File: src/rtl/sdmac_bus_pkg.sv
// Shared definitions for the SDMAC 68030 bus target: FSM encoding, DSACK codes, counter widths.
package sdmac_bus_pkg;

  localparam int unsigned STATE_W    = 2;
  localparam int unsigned TO_CNT_W   = 8;
  localparam int unsigned WAIT_CNT_W = 3;

  // Bus-cycle FSM states
  localparam logic [STATE_W-1:0] IDLE   = 2'd0;
  localparam logic [STATE_W-1:0] ACCESS = 2'd1;
  localparam logic [STATE_W-1:0] TERM   = 2'd2;
  localparam logic [STATE_W-1:0] BERR   = 2'd3;

  // _DSACK encodings (active low)
  localparam logic [1:0] DSACK_32   = 2'b00;
  localparam logic [1:0] DSACK_NONE = 2'b11;

  // Register-window decode
  function automatic logic addr_hit(input logic [31:0] addr,
                                    input logic [31:0] base,
                                    input logic [31:0] mask);
    return (addr & mask) == base;
  endfunction

endpackage

File: src/rtl/sdmac_bus_target_if.sv
// 68030 bus pins plus the register-bank REQ/ACK port seen by the SDMAC bus target.
interface sdmac_bus_target_if #(
  parameter int unsigned REG_AW = 6
);
  // 68030 side
  logic [31:0]       addr;
  logic              as_n;
  logic              ds_n;
  logic              rw;
  logic [31:0]       data_i;
  logic [31:0]       data_o;
  logic              data_oe;
  logic [1:0]        dsack_n;
  logic              berr_n;
  // Register-bank side
  logic [REG_AW-1:0] reg_addr;
  logic [31:0]       reg_wdata;
  logic              reg_rd;
  logic              reg_wr;
  logic [31:0]       reg_rdata;
  logic              reg_ack;

  modport slave (
    input  addr, as_n, ds_n, rw, data_i, reg_rdata, reg_ack,
    output data_o, data_oe, dsack_n, berr_n, reg_addr, reg_wdata, reg_rd, reg_wr
  );

  modport master (
    output addr, as_n, ds_n, rw, data_i, reg_rdata, reg_ack,
    input  data_o, data_oe, dsack_n, berr_n, reg_addr, reg_wdata, reg_rd, reg_wr
  );

endinterface

File: src/rtl/sdmac_sync2.sv
// Two-flop synchroniser for an asynchronous active-low strobe; resets to the idle (1) level.
module sdmac_sync2 (
  input  logic clk,
  input  logic rst_n,
  input  logic d_i,
  output logic q_o
);

  logic meta_q;
  logic sync_q;

  // Metastability filter: two back-to-back flops
  always_ff @(posedge clk or negedge rst_n) begin
    if (!rst_n) begin
      meta_q <= 1'b1;
      sync_q <= 1'b1;
    end else begin
      meta_q <= d_i;
      sync_q <= meta_q;
    end
  end

  assign q_o = sync_q;

endmodule

File: src/rtl/sdmac_bus_target.sv
// 68030 asynchronous bus slave for the SDMAC register window: synchronises _AS/_DS,
// decodes the window, runs a REQ/ACK handshake to the register bank and terminates
// with a 32-bit _DSACK or, on backend timeout, _BERR.
module sdmac_bus_target
  import sdmac_bus_pkg::*;
#(
  parameter logic [31:0] BASE_ADDR   = 32'h00DD_0000,
  parameter logic [31:0] ADDR_MASK   = 32'hFFFF_0000,
  parameter int unsigned REG_AW      = 6,
  parameter int unsigned TIMEOUT     = 64,   // 1..255
  parameter int unsigned DSACK_DELAY = 1     // 0..7
) (
  input  logic               clk,
  input  logic               rst_n,
  sdmac_bus_target_if.slave  bus
);

  logic                  as_s;
  logic                  ds_s;

  logic [STATE_W-1:0]    state_q,     state_d;
  logic                  armed_q,     armed_d;
  logic                  rw_q,        rw_d;
  logic [TO_CNT_W-1:0]   to_cnt_q,    to_cnt_d;
  logic [WAIT_CNT_W-1:0] wait_q,      wait_d;
  logic [31:0]           data_o_q,    data_o_d;
  logic                  data_oe_q,   data_oe_d;
  logic [1:0]            dsack_q,     dsack_d;
  logic                  berr_q,      berr_d;
  logic [REG_AW-1:0]     reg_addr_q,  reg_addr_d;
  logic [31:0]           reg_wdata_q, reg_wdata_d;
  logic                  reg_rd_q,    reg_rd_d;
  logic                  reg_wr_q,    reg_wr_d;

  // Strobe synchronisers
  sdmac_sync2 u_sync_as (.clk(clk), .rst_n(rst_n), .d_i(bus.as_n), .q_o(as_s));
  sdmac_sync2 u_sync_ds (.clk(clk), .rst_n(rst_n), .d_i(bus.ds_n), .q_o(ds_s));

  // Next-state and registered-output logic for the bus cycle
  always_comb begin
    state_d     = state_q;
    armed_d     = armed_q;
    rw_d        = rw_q;
    to_cnt_d    = to_cnt_q;
    wait_d      = wait_q;
    data_o_d    = data_o_q;
    data_oe_d   = data_oe_q;
    dsack_d     = dsack_q;
    berr_d      = berr_q;
    reg_addr_d  = reg_addr_q;
    reg_wdata_d = reg_wdata_q;
    reg_rd_d    = reg_rd_q;
    reg_wr_d    = reg_wr_q;

    // Any _AS negation re-arms decode after a missed cycle
    if (as_s) begin
      armed_d = 1'b1;
    end

    unique case (state_q)
      IDLE: begin
        // ADDR/RW/DATA_I are stable long before the synchronised strobes arrive
        if (armed_q && !as_s && !ds_s) begin
          if (addr_hit(bus.addr, BASE_ADDR, ADDR_MASK)) begin
            reg_addr_d  = bus.addr[REG_AW+1:2];
            rw_d        = bus.rw;
            reg_wdata_d = bus.data_i;
            reg_rd_d    = bus.rw;
            reg_wr_d    = ~bus.rw;
            to_cnt_d    = '0;
            state_d     = ACCESS;
          end else begin
            armed_d = 1'b0;
          end
        end
      end

      ACCESS: begin
        // REG_ACK has priority over both abort and timeout
        if (bus.reg_ack) begin
          reg_rd_d  = 1'b0;
          reg_wr_d  = 1'b0;
          if (rw_q) begin
            data_o_d = bus.reg_rdata;
          end
          data_oe_d = rw_q;
          wait_d    = WAIT_CNT_W'(DSACK_DELAY);
          if (DSACK_DELAY == 0) begin
            dsack_d = DSACK_32;
          end
          state_d   = TERM;
        end else if (as_s) begin
          reg_rd_d = 1'b0;
          reg_wr_d = 1'b0;
          state_d  = IDLE;
        end else if (to_cnt_q == TO_CNT_W'(TIMEOUT - 1)) begin
          reg_rd_d = 1'b0;
          reg_wr_d = 1'b0;
          berr_d   = 1'b0;
          state_d  = BERR;
        end else begin
          to_cnt_d = to_cnt_q + TO_CNT_W'(1);
        end
      end

      TERM: begin
        // Master negation ends the cycle even while the delay is still counting
        if (as_s) begin
          dsack_d   = DSACK_NONE;
          data_oe_d = 1'b0;
          state_d   = IDLE;
        end else if (wait_q > WAIT_CNT_W'(1)) begin
          wait_d = wait_q - WAIT_CNT_W'(1);
        end else begin
          wait_d  = '0;
          dsack_d = DSACK_32;
        end
      end

      BERR: begin
        if (as_s) begin
          berr_d  = 1'b1;
          state_d = IDLE;
        end
      end

      default: begin
        state_d = IDLE;
      end
    endcase
  end

  // FSM state register
  always_ff @(posedge clk or negedge rst_n) begin
    if (!rst_n) begin
      state_q <= IDLE;
    end else begin
      state_q <= state_d;
    end
  end

  // Datapath, counters and bus/register outputs
  always_ff @(posedge clk or negedge rst_n) begin
    if (!rst_n) begin
      armed_q     <= 1'b1;
      rw_q        <= 1'b0;
      to_cnt_q    <= '0;
      wait_q      <= '0;
      data_o_q    <= '0;
      data_oe_q   <= 1'b0;
      dsack_q     <= DSACK_NONE;
      berr_q      <= 1'b1;
      reg_addr_q  <= '0;
      reg_wdata_q <= '0;
      reg_rd_q    <= 1'b0;
      reg_wr_q    <= 1'b0;
    end else begin
      armed_q     <= armed_d;
      rw_q        <= rw_d;
      to_cnt_q    <= to_cnt_d;
      wait_q      <= wait_d;
      data_o_q    <= data_o_d;
      data_oe_q   <= data_oe_d;
      dsack_q     <= dsack_d;
      berr_q      <= berr_d;
      reg_addr_q  <= reg_addr_d;
      reg_wdata_q <= reg_wdata_d;
      reg_rd_q    <= reg_rd_d;
      reg_wr_q    <= reg_wr_d;
    end
  end

  assign bus.data_o    = data_o_q;
  assign bus.data_oe   = data_oe_q;
  assign bus.dsack_n   = dsack_q;
  assign bus.berr_n    = berr_q;
  assign bus.reg_addr  = reg_addr_q;
  assign bus.reg_wdata = reg_wdata_q;
  assign bus.reg_rd    = reg_rd_q;
  assign bus.reg_wr    = reg_wr_q;

endmodule

File: src/flat_wrapper.sv
// flat-port wrapper written by rule: the top's interface ports become plain ports
module sdmac_bus_target_flat import sdmac_bus_pkg::*;
#(
  parameter logic [31:0] BASE_ADDR   = 32'h00DD_0000,
  parameter logic [31:0] ADDR_MASK   = 32'hFFFF_0000,
  parameter int unsigned REG_AW      = 6,
  parameter int unsigned TIMEOUT     = 64,            
  parameter int unsigned DSACK_DELAY = 1            
)
  (clk, rst_n, bus_addr, bus_as_n, bus_ds_n, bus_rw, bus_data_i, bus_reg_rdata, bus_reg_ack, bus_data_o, bus_data_oe, bus_dsack_n, bus_berr_n, bus_reg_addr, bus_reg_wdata, bus_reg_rd, bus_reg_wr);
  sdmac_bus_target_if #(.REG_AW(REG_AW)) bus_i ();
  input  logic clk;
  input  logic rst_n;
  input wire logic [$bits(bus_i.addr)-1:0] bus_addr;
  input wire logic [$bits(bus_i.as_n)-1:0] bus_as_n;
  input wire logic [$bits(bus_i.ds_n)-1:0] bus_ds_n;
  input wire logic [$bits(bus_i.rw)-1:0] bus_rw;
  input wire logic [$bits(bus_i.data_i)-1:0] bus_data_i;
  input wire logic [$bits(bus_i.reg_rdata)-1:0] bus_reg_rdata;
  input wire logic [$bits(bus_i.reg_ack)-1:0] bus_reg_ack;
  output wire logic [$bits(bus_i.data_o)-1:0] bus_data_o;
  output wire logic [$bits(bus_i.data_oe)-1:0] bus_data_oe;
  output wire logic [$bits(bus_i.dsack_n)-1:0] bus_dsack_n;
  output wire logic [$bits(bus_i.berr_n)-1:0] bus_berr_n;
  output wire logic [$bits(bus_i.reg_addr)-1:0] bus_reg_addr;
  output wire logic [$bits(bus_i.reg_wdata)-1:0] bus_reg_wdata;
  output wire logic [$bits(bus_i.reg_rd)-1:0] bus_reg_rd;
  output wire logic [$bits(bus_i.reg_wr)-1:0] bus_reg_wr;
  assign bus_i.addr = bus_addr;
  assign bus_i.as_n = bus_as_n;
  assign bus_i.ds_n = bus_ds_n;
  assign bus_i.rw = bus_rw;
  assign bus_i.data_i = bus_data_i;
  assign bus_i.reg_rdata = bus_reg_rdata;
  assign bus_i.reg_ack = bus_reg_ack;
  assign bus_data_o = bus_i.data_o;
  assign bus_data_oe = bus_i.data_oe;
  assign bus_dsack_n = bus_i.dsack_n;
  assign bus_berr_n = bus_i.berr_n;
  assign bus_reg_addr = bus_i.reg_addr;
  assign bus_reg_wdata = bus_i.reg_wdata;
  assign bus_reg_rd = bus_i.reg_rd;
  assign bus_reg_wr = bus_i.reg_wr;
  sdmac_bus_target #(.BASE_ADDR(BASE_ADDR), .ADDR_MASK(ADDR_MASK), .REG_AW(REG_AW), .TIMEOUT(TIMEOUT), .DSACK_DELAY(DSACK_DELAY)) u_core (.clk(clk), .rst_n(rst_n), .bus(bus_i));
endmodule
File: config.mk
export PLATFORM = sky130hd
export DESIGN_NAME = sdmac_bus_target_flat
export DESIGN_NICKNAME = d
export VERILOG_FILES = /design/src/rtl/sdmac_bus_pkg.sv /design/src/rtl/sdmac_bus_target_if.sv /design/src/rtl/sdmac_sync2.sv /design/src/rtl/sdmac_bus_target.sv /design/src/flat_wrapper.sv
export SDC_FILE = /design/constraint.sdc
export NUM_CORES = 1
export LEC_CHECK = 0
export BUFFER_PORTS_ARGS = -buffer_cell sky130_fd_sc_hd__buf_2
export CORE_ASPECT_RATIO = 1.25
export CORE_UTILIZATION = 35
export DETAILED_ROUTE_END_ITERATION = 8
export HOLD_SLACK_MARGIN = 0.08
export PLACE_DENSITY = 0.64
export SYNTH_ARGS = -nofsm -noshare
export SYNTH_HDL_FRONTEND = slang
export SYNTH_SLANG_ARGS = --single-unit
File: constraint.sdc
create_clock -name clk -period 3.45 [get_ports clk]
set_input_delay 1.035 -clock clk [delete_from_list [all_inputs] [get_ports clk]]
set_output_delay 1.035 -clock clk [all_outputs]
set_load 0.02 [all_outputs]
==> summary.txt, run 1 <==
Status
  – Outcome: complete, but fails checks
  – Failing checks: design-rule violations

Timing
  – Tmin final: 2.44 ns
  – Max Slew Vio Count: 0
  – Endpoints failing hold: 0
  – Post-route setup TNS: 0 ns
  – Final setup viols: 0
  – Final Skew: between 0.009 and 0.01 ns
  – RSZ-0062 raised after global routing: no
  – Worst hold margin: ~0.36 ns
  – Relative slew slack: 0.617
  – Final worst path period share: 0.708
  – Max frequency: 0.409 GHz
  – Slew @ Worst Pin: 0.566 ns

Place
  – PortBufs: 167
  – Final GP Congestion: 0.732
  – DP Wirelength: 6.10 mm

Synthesis
  – Number of synthesized flops with an enable pin: 0
  – Dominant synthesized flop cell: dfrtp_1
  – Top cells by area, synth: dfrtp_1, mux2_4, mux2_2
  – Post-synthesis cell type count: 49
  – Yosys reg bits: 94
  – Synth warn: 0
  – Post-synthesis async set-or-reset flop share: 1.00
  – Post-synth top cells: dfrtp_1, mux2_2, mux2_4
  – Syn Inst Count: between 200 and 300
  – Synthesized area: around 0.004 mm2
  – Syn Area/Cell: 14.8 um2
  – Post-synth top area share: 0.543
  – Register area share after synthesis: 0.589
  – Most frequent cell after synthesis: dfrtp_1
  – Syn nets: about 380
  – Area leader, netlist: dfrtp_1

Power
  – Psw: a little over 0.0005 W
  – PD cells: 432 mW/mm2
  – Peak VDD IR: 0.217 mV
  – Switching Share: 0.227
  – Seq pwr share: 0.501
  – Leak pwr: about 2.9 nW
  – Combinational share of power: 0.060
  – Clk pwr share: 0.439
  – P_int: 0.00175 W

Route
  – Final ANT Viol Nets: 0
  – Wire per inst: between 10 and 15 um
  – WL final: 8.44 mm
  – Vias: 2800
  – Drt via density: 4.83
  – DR pass1 iterations: 6
  – Drt drc: 19
  – 1st-iter DRT viols: 104

Finish
  – Nets: 546
  – Area of the multi-input gates: approximately 0.0015 mm2
  – Fraction of layout instances using a drive strength above 1: 0.602
  – Area Overhead vs Synth: 30.9%
  – Fillers: ~1000
  – FF+latch area: approximately 0.0024 mm2
  – Antenna Cells: 0
  – Core Util, Final: 0.471

Setup path
  – Cell Chain, Critical Path: buf_2, nor4_1, nand4_1, buf_4, nor2_8, buf_4, mux2_2
  – Cell mode on critical path: buf_4
  – CP bufs+invs: 3
  – Crit path required time: 3.67 ns
  – Slowest stage delay, CP: 0.39 ns
  – Worst Setup End Kind: register
  – Critical path class: input port to register
  – Type of origin of the critical path: input port
  – Worst-path maximum fanout: 24
  – Slowest stage cell, crit path: buf_4
  – Top delay family on crit path: buffers and inverters
  – CP arrival: 2.66 ns

Floorplanning
  – DIE AREA: between 0.01 and 0.015 mm2
  – Die Width: around 98 um
  – Core ar.: around 0.011 mm2
  – Initial Util: 0.360
  – # rows: 43
  – Die Span Y: 122 um
  – I/O Pins: 178

GRT
  – First-pass GRT wire length: 13.3 mm
  – Total grt overflow: 0
  – Global Route Usage Sum: 0.142
  – Routing usage on met2: 0.248
  – Initial antenna violation count: 0
  – Met3 Usage GRT: 0.0344
  – Vias in the first global route: 2758
  – GR Util met1: 0.166
  – Largest net degree at the start of global routing: 54
  – Global route hottest layer: met2

CTS
  – Clk Tree Root Cell: clkbuf_16
  – Htree depth: 3
  – Post-CTS Setup Inserts: 0
  – CTS Buf Count: 9
  – # clock sinks: 94
  – Deepest clock path buffer count: 2
  – Worst skew pair latency: roughly 0.34 ns
  – CTS tree: done
  – Clk slew on worst S/H paths: 0.06 ns
  – Hold buffer count at cts: 0
  – Post-CTS Resized: 0

Flow run
  – Max-Cap Viols: 0

Hold path
  – Worst hold path type: register to register
## sequential cells by signal, summed over array words and instances, names as in the netlist, 2 cells and up
| register | cells |
|---|---|
| u_core.state_q | 2 |
| u_core.to_cnt_q | 8 |
| u_core.wait_q | 3 |
| u_core.bus.reg_wdata | 32 |
| u_core.bus.reg_addr | 6 |
| u_core.bus.data_o | 32 |
## final timing paths
| path | start | end | slack, ns | depth (start not counted) |
|---|---|---|---|---|
| setup / recovery | bus_addr[26] | u_core.bus.reg_wdata[25] | 1.01 | 7 |
| hold / removal | u_core.u_sync_ds.meta_q | u_core.u_sync_ds.q_o | 0.36 | 0 |
| setup reg to reg | u_core.armed_q | u_core.bus.reg_wdata[25] | 1.02 | 5 |
| hold reg to reg | u_core.u_sync_ds.meta_q | u_core.u_sync_ds.q_o | 0.36 | 0 |
| max in group asynchronous | rst_n | u_core.armed_q | 2.04 | 2 |
| min in group asynchronous | rst_n | u_core.bus.reg_wdata[30] | 0.67 | 1 |
## worst register-to-register path: stages (launching register included)
cell and delay, ns:
dfstp_2 0.53, or3b_4 0.39, or3_1 0.47, nor2_8 0.13, buf_4 0.39, mux2_2 0.41
## per-stage QoR
step	cells	area [um2]	worst slack, ns	total power, W
2_1_floorplan	271	4010	0.851	0.00121
3_5_place_dp	565	4950	0.631	0.00130
5_1_grt	580	5250	0.902	0.00235
3_3_place_gp	565	4950	0.721	0.00129
4_1_cts	580	5250	0.997	0.00229
6_report	580	5250	1.01	0.00226
## placed cells by master (no fill, tap or decap), drive strengths merged, types with 2 or more instances in the layout
cell,netlist,final
nand3,4,4
o2bb2ai,2,2
nor4,2,2
a31oi,3,3
mux2,71,71
inv,8,10
o31ai,2,2
dfrtp,87,87
buf,9,172
clkbuf,4,9
nand2,14,14
nor2,4,4
a21oi,4,4
o211ai,4,4
o41a,2,2
nor2b,3,3
clkinv,0,2
and4b,2,2
mux2i,2,2
ha,3,3
nor3,2,2
o21ai,11,11
dfstp,7,7
## area by class of cell
cell class	count	share of cell area
flip-flops and latches	94	0.450
multi-input cells	156	0.287
repair buffers	172	0.169
clock buffers	9	0.0429
well taps	135	0.0322
clock inverters	6	0.0131
inverters	8	0.00572
## kinds of logic after synthesis
| kind of cell | Yosys count | synth area share |
|---|---|---|
| buf+inv | 21 | 0.0356 |
| simple gates | 41 | 0.0618 |
| flops | 94 | 0.589 |
| mux | 73 | 0.236 |
| compound gates | 39 | 0.0680 |
| fa+ha+maj | 3 | 0.00936 |
## per-layer routing
| layer | wire length [um] | part of all wire | vias to the layer above |
|---|---|---|---|
| met5 | 0 | 0 | - |
| met4 | 163 | 0.019 | 0 |
| met3 | 473 | 0.056 | 12 |
| met2 | 4340 | 0.51 | 95 |
| met1 | 3460 | 0.41 | 1371 |
| li1 | - | - | 1322 |
## power by group through the flow
stage	combinational (W)	sequential (W)	clock [W]
after floorplan	0.0000483	0.00116	0
after global placement	0.000132	0.00115	0
after detailed placement	0.000139	0.00116	0
after CTS	0.000140	0.00114	0.00102
after global routing	0.000151	0.00114	0.00106
final	0.000136	0.00114	0.000993
(Power assumes the default switching activity.)
==> run 2, diff against run 1 <==
==> constraint.sdc (replaced) <==
create_clock -name clk -period 2.5 [get_ports clk]
set_input_delay 0.75 -clock clk [delete_from_list [all_inputs] [get_ports clk]]
set_output_delay 0.75 -clock clk [all_outputs]
set_load 0.02 [all_outputs]
==> run 2 against run 1 <==
Against the previous run:
- register-to-register slack lost 0.78 ns
- non-clock buffer count grew 1
- largest cell class unchanged
- first-iteration DRC count grew 24%
- the run still ends with design-rule violations left
- sequential share of layout area shrank 0.43 points
==> summary.txt, run 2 (synthesis gave the netlist of run 1 again) <==
Timing
  – Worst hold margin: 0.232 ns (-0.125 ns)
  – Tmin final: 2.26 ns
  – RSZ-0062 raised after global routing: no
  – Post-route worst setup slack: 0.238 ns (-0.769 ns)
  – Final worst path period share: 0.905
  – Slew @ Worst Pin: 0.588 ns (+0.0215 ns)
  – Relative slew slack: 0.603 (-0.0145)
  – Endpoints failing hold: 0 (unchanged)
  – Post-route setup TNS: 0 ns (unchanged)
  – Final Skew: 0.00734 ns (-0.00244 ns)
  – Max frequency: approximately 0.44 GHz
  – Max Slew Vio Count: 0 (unchanged)
  – Final setup viols: 0 (unchanged)

Power
  – Seq pwr share: 0.500 (about the same)
  – Peak VDD IR: 0.373 mV (+72%)
  – PD cells: 591 mW/mm2 (+37%)
  – Psw: 0.000707 W (+38%)
  – Leak pwr: 2.91 nW (+0.53%)
  – Switching Share: 0.226 (-0.000822)
  – P_int: 0.00243 W (+38%)
  – Combinational share of power: 0.060 (about the same)
  – Clk pwr share: 0.440 (about the same)
  – Final Total Pwr: 0.00313 W (+38%)

Place
  – DP Worst Slack: 0.154 ns (-0.477 ns)
  – DP Wirelength: 6.05 mm (-0.87%)
  – Final GP Congestion: 0.732 (about the same)
  – PortBufs: 167 (unchanged)

CTS
  – Htree depth: 3 (unchanged)
  – Post-CTS Resized: 0 (unchanged)
  – Deepest clock path buffer count: 2 (unchanged)
  – CTS tree: done
  – Worst skew pair latency: 0.34 ns (about the same)
  – Hold buffer count at cts: 0 (unchanged)
  – CTS Buf Count: 9 (unchanged)
  – # clock sinks: 94 (unchanged)
  – Clk Tree Root Cell: clkbuf_16
  – Post-CTS Setup Inserts: 0 (unchanged)
  – Clk slew on worst S/H paths: 0.07 ns (about the same)

Finish
  – Fraction of layout instances using a drive strength above 1: 0.602 (about the same)
  – Antenna Cells: 0 (unchanged)
  – Most common cell after layout, fill and taps aside: buf_2
  – Area Overhead vs Synth: 32.1%
  – Nets: 547 (+0.18%)
  – Commonest non-fill, non-tap cells in the layout: buf_2, dfrtp_1, mux2_2
  – Fillers: 1023 (-0.78%)
  – Core Util, Final: 0.476 (+0.00449)

Floorplanning
  – I/O Pins: 178 (unchanged)
  – Initial Util: 0.360 (unchanged)
  – Die Width: 97.7 um (unchanged)
  – DIE AREA: 0.0119 mm2 (unchanged)
  – Die Span Y: 122 um (unchanged)
  – # rows: 43 (unchanged)
  – Core ar.: 0.0111 mm2 (unchanged)

Route
  – Wire per inst: 14.2 um (-2.3%)
  – Vias: 2804 (+0.14%)
  – Final ANT Viol Nets: 0 (unchanged)
  – 1st-iter DRT viols: 129 (+24%)
  – DR pass1 iterations: 7 (+1)
  – WL final: 8.27 mm (-2.0%)
  – Drt drc: 20 (+1)
  – Drt via density: 4.82 (-0.20%)

Setup path
  – Critical path class: register to register
  – Top delay family on crit path: simple AND/OR/NAND/NOR gates
  – Crit path required time: 2.72 ns (-0.95 ns)
  – Type of origin of the critical path: register
  – Slowest stage delay, CP: 0.53 ns (+0.14 ns)
  – CP bufs+invs: 1 (-2)
  – Worst-path maximum fanout: 19 (-21%)
  – Cell Chain, Critical Path: or3b_4, or3_1, nor2_8, buf_12, mux2_2
  – Slowest stage cell, crit path: dfstp_2
  – CP arrival: 2.48 ns (-0.18 ns)
  – Worst Setup End Kind: register

GRT
  – Initial antenna violation count: 0 (unchanged)
  – Global Route Usage Sum: 0.139 (-0.00251)
  – Total grt overflow: 0 (unchanged)
  – First-pass GRT wire length: 13.0 mm (-2.1%)
  – Largest net degree at the start of global routing: 59 (+9.3%)
  – Vias in the first global route: 2728 (-1.1%)

Status
  – Failing checks: design-rule violations
  – Outcome: complete, but fails checks

Hold path
  – Worst hold path type: input port to async pin

Flow run
  – Max-Cap Viols: 0 (unchanged)
[run 2: changes by cell type in the layout (fill, tap and decap cells not counted), sizes merged]
cell      before  now
clkbuf         9   10
buf          172  173
clkinv         2    1
clkinvlp       1    2
[run 2: cell type report]
type,count,area [um2],area share
timing repair buffer,173,933,0.176
inverter,8,30.0,0.00567
clock buffer,10,229,0.0432
sequential,94,2360,0.446
tap,135,169,0.0319
clock inverter,6,70.1,0.0132
multi-input combinational,156,1510,0.284
[run 2: per-stage QoR]
stage / cells / area (um2)
after detailed placement: 566 / 5000
final: 582 / 5300
after CTS: 582 / 5300
after global routing: 582 / 5300
after floorplan: 271 / 4010
after global placement: 566 / 5000
[run 2: power by group through the flow]
stage,clock [W],combinational (W),sequential [W]
6_report,0.00138,0.000187,0.00157
3_5_place_dp,0,0.000192,0.00159
4_1_cts,0.00142,0.000192,0.00157
5_1_grt,0.00147,0.000212,0.00157
3_3_place_gp,0,0.000182,0.00159
2_1_floorplan,0,0.0000667,0.00160
[run 2: final timing paths]
| kind | from | endpoint | slack, ns | cells after the start |
|---|---|---|---|---|
| min | rst_n | u_core.bus.reg_addr[2] | 0.23 | 1 |
| max in group asynchronous | rst_n | u_core.u_sync_ds.q_o | 1.65 | 2 |
| max reg2reg | u_core.armed_q | u_core.bus.reg_wdata[23] | 0.24 | 5 |
| min reg2reg | u_core.u_sync_ds.meta_q | u_core.u_sync_ds.q_o | 0.36 | 0 |
| min in group clk | u_core.u_sync_ds.meta_q | u_core.u_sync_ds.q_o | 0.36 | 0 |
| max | u_core.armed_q | u_core.bus.reg_wdata[23] | 0.24 | 5 |
[run 2: worst reg2reg max path, cell delays in order (launching register included)]
cell	delay (ns)
dfstp_2	0.53
or3b_4	0.38
or3_1	0.47
nor2_8	0.20
buf_12	0.20
mux2_2	0.37
[run 2: per-layer routing]
layer / share of wire / up-vias / track usage
li1: - / 1323 / -
met1: 0.42 / 1368 / 0.173
met2: 0.50 / 96 / 0.228
met3: 0.054 / 17 / 0.0287
met4: 0.026 / 0 / 0.0795
met5: 0 / - / 0
==> run 3, diff against run 2 <==
--- a/config.mk
+++ b/config.mk
@@ -7,10 +7,10 @@
 export LEC_CHECK = 0
 export BUFFER_PORTS_ARGS = -buffer_cell sky130_fd_sc_hd__buf_2
 export CORE_ASPECT_RATIO = 1.25
-export CORE_UTILIZATION = 35
+export CORE_UTILIZATION = 40
 export DETAILED_ROUTE_END_ITERATION = 8
 export HOLD_SLACK_MARGIN = 0.08
-export PLACE_DENSITY = 0.64
+export PLACE_DENSITY = 0.72
 export SYNTH_ARGS = -nofsm -noshare
 export SYNTH_HDL_FRONTEND = slang
 export SYNTH_SLANG_ARGS = --single-unit
==> run 3 against run 2 <==
Against the previous run:
- the flow now finishes without violations
- clock power rose by 4%
- via count down 0.46%
- first-iteration DRC count shrank 13%
- worst setup slack improved by 0.022 ns
- sequential share of layout area shrank 0.063 points
- worst hold slack improved by 0.11 ns
- maximum frequency increased by 1.0%
- flip-flop and latch count is the same
- final area is 0.14% higher
- critical path depth did not move
- core utilization increased by 7.4 points
- critical path type unchanged
==> summary.txt, run 3 (synthesis gave the netlist of run 1 again) <==
Status
  – Outcome: finished clean

Timing
  – RSZ-0062 raised after global routing: no
  – Max frequency: 0.447 GHz (+1.0%)
  – Post-route setup TNS: 0 ns (unchanged)
  – Final worst path period share: 0.896 (-0.00894)
  – Slew @ Worst Pin: 0.624 ns (+0.0359 ns)
  – Tmin final: 2.24 ns (-0.0223 ns)
  – Max Slew Vio Count: 0 (unchanged)
  – Endpoints failing hold: 0 (unchanged)
  – Relative slew slack: 0.578 (-0.0243)
  – Final Skew: 0.0113 ns (+0.00394 ns)
  – Final setup viols: 0 (unchanged)

CTS
  – CTS Buf Count: 9 (unchanged)
  – Deepest clock path buffer count: 2 (unchanged)
  – # clock sinks: 94 (unchanged)
  – Clk slew on worst S/H paths: 0.07 ns (about the same)
  – Clk Tree Root Cell: clkbuf_16
  – Hold buffer count at cts: 0 (unchanged)
  – Post-CTS Resized: 0 (unchanged)
  – Post-CTS Setup Inserts: 0 (unchanged)
  – Worst skew pair latency: 0.35 ns (about the same)
  – Htree depth: 3 (unchanged)
  – CTS tree: done

Route
  – Vias: 2791 (-0.46%)
  – Final ANT Viol Nets: 0 (unchanged)
  – Drt via density: 4.87 (+1.1%)
  – DR pass1 iterations: 4 (-3)
  – Drt drc: 0 (-100%)
  – WL final: 8.31 mm (+0.45%)
  – Wire per inst: 14.5 um (+2.0%)
  – 1st-iter DRT viols: 112 (-13%)

Setup path
  – Worst-path maximum fanout: 25 (+6)
  – Worst Setup End Kind: register
  – Type of origin of the critical path: register
  – Crit path from: u_core.armed_q
  – Slowest stage delay, CP: 0.52 ns (about the same)
  – Cell Chain, Critical Path: or3b_4, or3_1, nor2_8, buf_12, mux2_2
  – Critical path class: register to register
  – FF-to-FF Start: u_core.armed_q
  – Slowest stage cell, crit path: dfstp_2
  – CP arrival: 2.46 ns (-0.02 ns)
  – CP bufs+invs: 1 (unchanged)
  – Top delay family on crit path: simple AND/OR/NAND/NOR gates
  – Crit path required time: 2.73 ns (about the same)

Power
  – Leak pwr: 2.92 nW (+0.32%)
  – Combinational share of power: 0.060 (about the same)
  – P_int: 0.00248 W (+2.3%)
  – Final Total Pwr: 0.00319 W (+1.9%)
  – Switching Share: 0.223 (-0.00321)
  – Clk pwr share: 0.450 (+0.010)
  – Seq pwr share: 0.491 (-0.009)
  – Peak VDD IR: 0.344 mV (-7.8%)
  – Psw: 0.000710 W (+0.43%)
  – PD cells: 602 mW/mm2 (+1.7%)

Floorplanning
  – Die Width: 91.5 um (-6.3%)
  – # rows: 40 (-7.0%)
  – Die Span Y: 114 um (-6.4%)
  – DIE AREA: 0.0104 mm2 (-12%)
  – I/O Pins: 178 (unchanged)
  – Initial Util: 0.415 (+0.0551)
  – Core ar.: 0.00966 mm2 (-13%)

Place
  – Final GP Congestion: 0.745 (+1.8%)
  – DP Wirelength: 6.12 mm (+1.2%)
  – Placed Cells: 557 (-1.6%)
  – PortBufs: 167 (unchanged)

Finish
  – Fraction of layout instances using a drive strength above 1: 0.604 (+0.00224)
  – Area Overhead vs Synth: 32.3%
  – Commonest non-fill, non-tap cells in the layout: buf_2, dfrtp_1, mux2_2
  – Final cell count without fillers: 573 (-1.5%)
  – Nets: 547 (unchanged)
  – Most common cell after layout, fill and taps aside: buf_2
  – Antenna Cells: 0 (unchanged)

GRT
  – First-pass GRT wire length: 13.4 mm (+2.9%)
  – Initial antenna violation count: 0 (unchanged)
  – Largest net degree at the start of global routing: 42 (-29%)
  – Vias in the first global route: 2829 (+3.7%)
  – Total grt overflow: 0 (unchanged)
  – Global Route Usage Sum: 0.165 (+0.0255)

Hold path
  – Worst hold path type: input port to async pin

Flow run
  – Max-Cap Viols: 0 (unchanged)
==> run 3: cell count changes in the layout (fill, tap and decap cells not counted), sizes merged <==
cell | before | now
clkinv | 1 | 0
clkbuf | 10 | 11
==> run 3: layer usage <==
layer  GRT usage  share of wire  vias to the layer above
li1            -              -                     1324
met1       0.197           0.40                     1343
met2       0.279           0.51                      109
met3      0.0480          0.067                       15
met4      0.0667          0.021                        0
met5           0              0                        -
==> run 3: stage by stage <==
| stage | setup slack [ns] | utilization | hold slack (ns) | area, um2 |
|---|---|---|---|---|
| after floorplan | 0.186 | - | 0.345 | 4010 |
| after global placement | 0.119 | 0.516 | 0.347 | 4990 |
| after detailed placement | 0.0596 | 0.516 | 0.347 | 4990 |
| after CTS | 0.246 | 0.549 | 0.351 | 5310 |
| after global routing | 0.174 | 0.549 | 0.357 | 5310 |
| final | 0.261 | 0.549 | 0.339 | 5310 |
==> run 3: power groups by stage <==
stage,Clock [W],Combinational (W),Sequential (W)
after global placement,0,0.000183,0.00159
after floorplan,0,0.0000667,0.00160
after CTS,0.00147,0.000194,0.00157
after detailed placement,0,0.000193,0.00160
after global routing,0.00154,0.000216,0.00157
final,0.00143,0.000191,0.00157
==> run 3: layout make-up <==
class,instances,area [um2]
Clock buffer,11,253
Clock inverter,5,65.1
Fill cell,818,4350
Inverter,8,30.0
Multi-Input combinational cell,156,1510
Sequential cell,94,2360
Tap cell,126,158
Timing Repair Buffer,173,933
==> run 3: worst paths after layout <==
check	endpoint	slack, ns	cells after the start
worst min register to register	u_core.u_sync_ds.q_o	0.35	0
worst max register to register	u_core.bus.reg_wdata[22]	0.26	5
worst max-delay path	u_core.bus.reg_wdata[22]	0.26	5
min in group clk	u_core.u_sync_ds.q_o	0.35	0
max in group asynchronous	u_core.bus.data_o[22]	1.49	2
worst min-delay path	u_core.bus.reg_wdata[30]	0.34	1
==> run 3: worst register-to-register path, stage by stage (launching register included) <==
cell and delay (ns):
dfstp_2 0.52, or3b_4 0.38, or3_1 0.47, nor2_8 0.17, buf_12 0.21, mux2_2 0.37
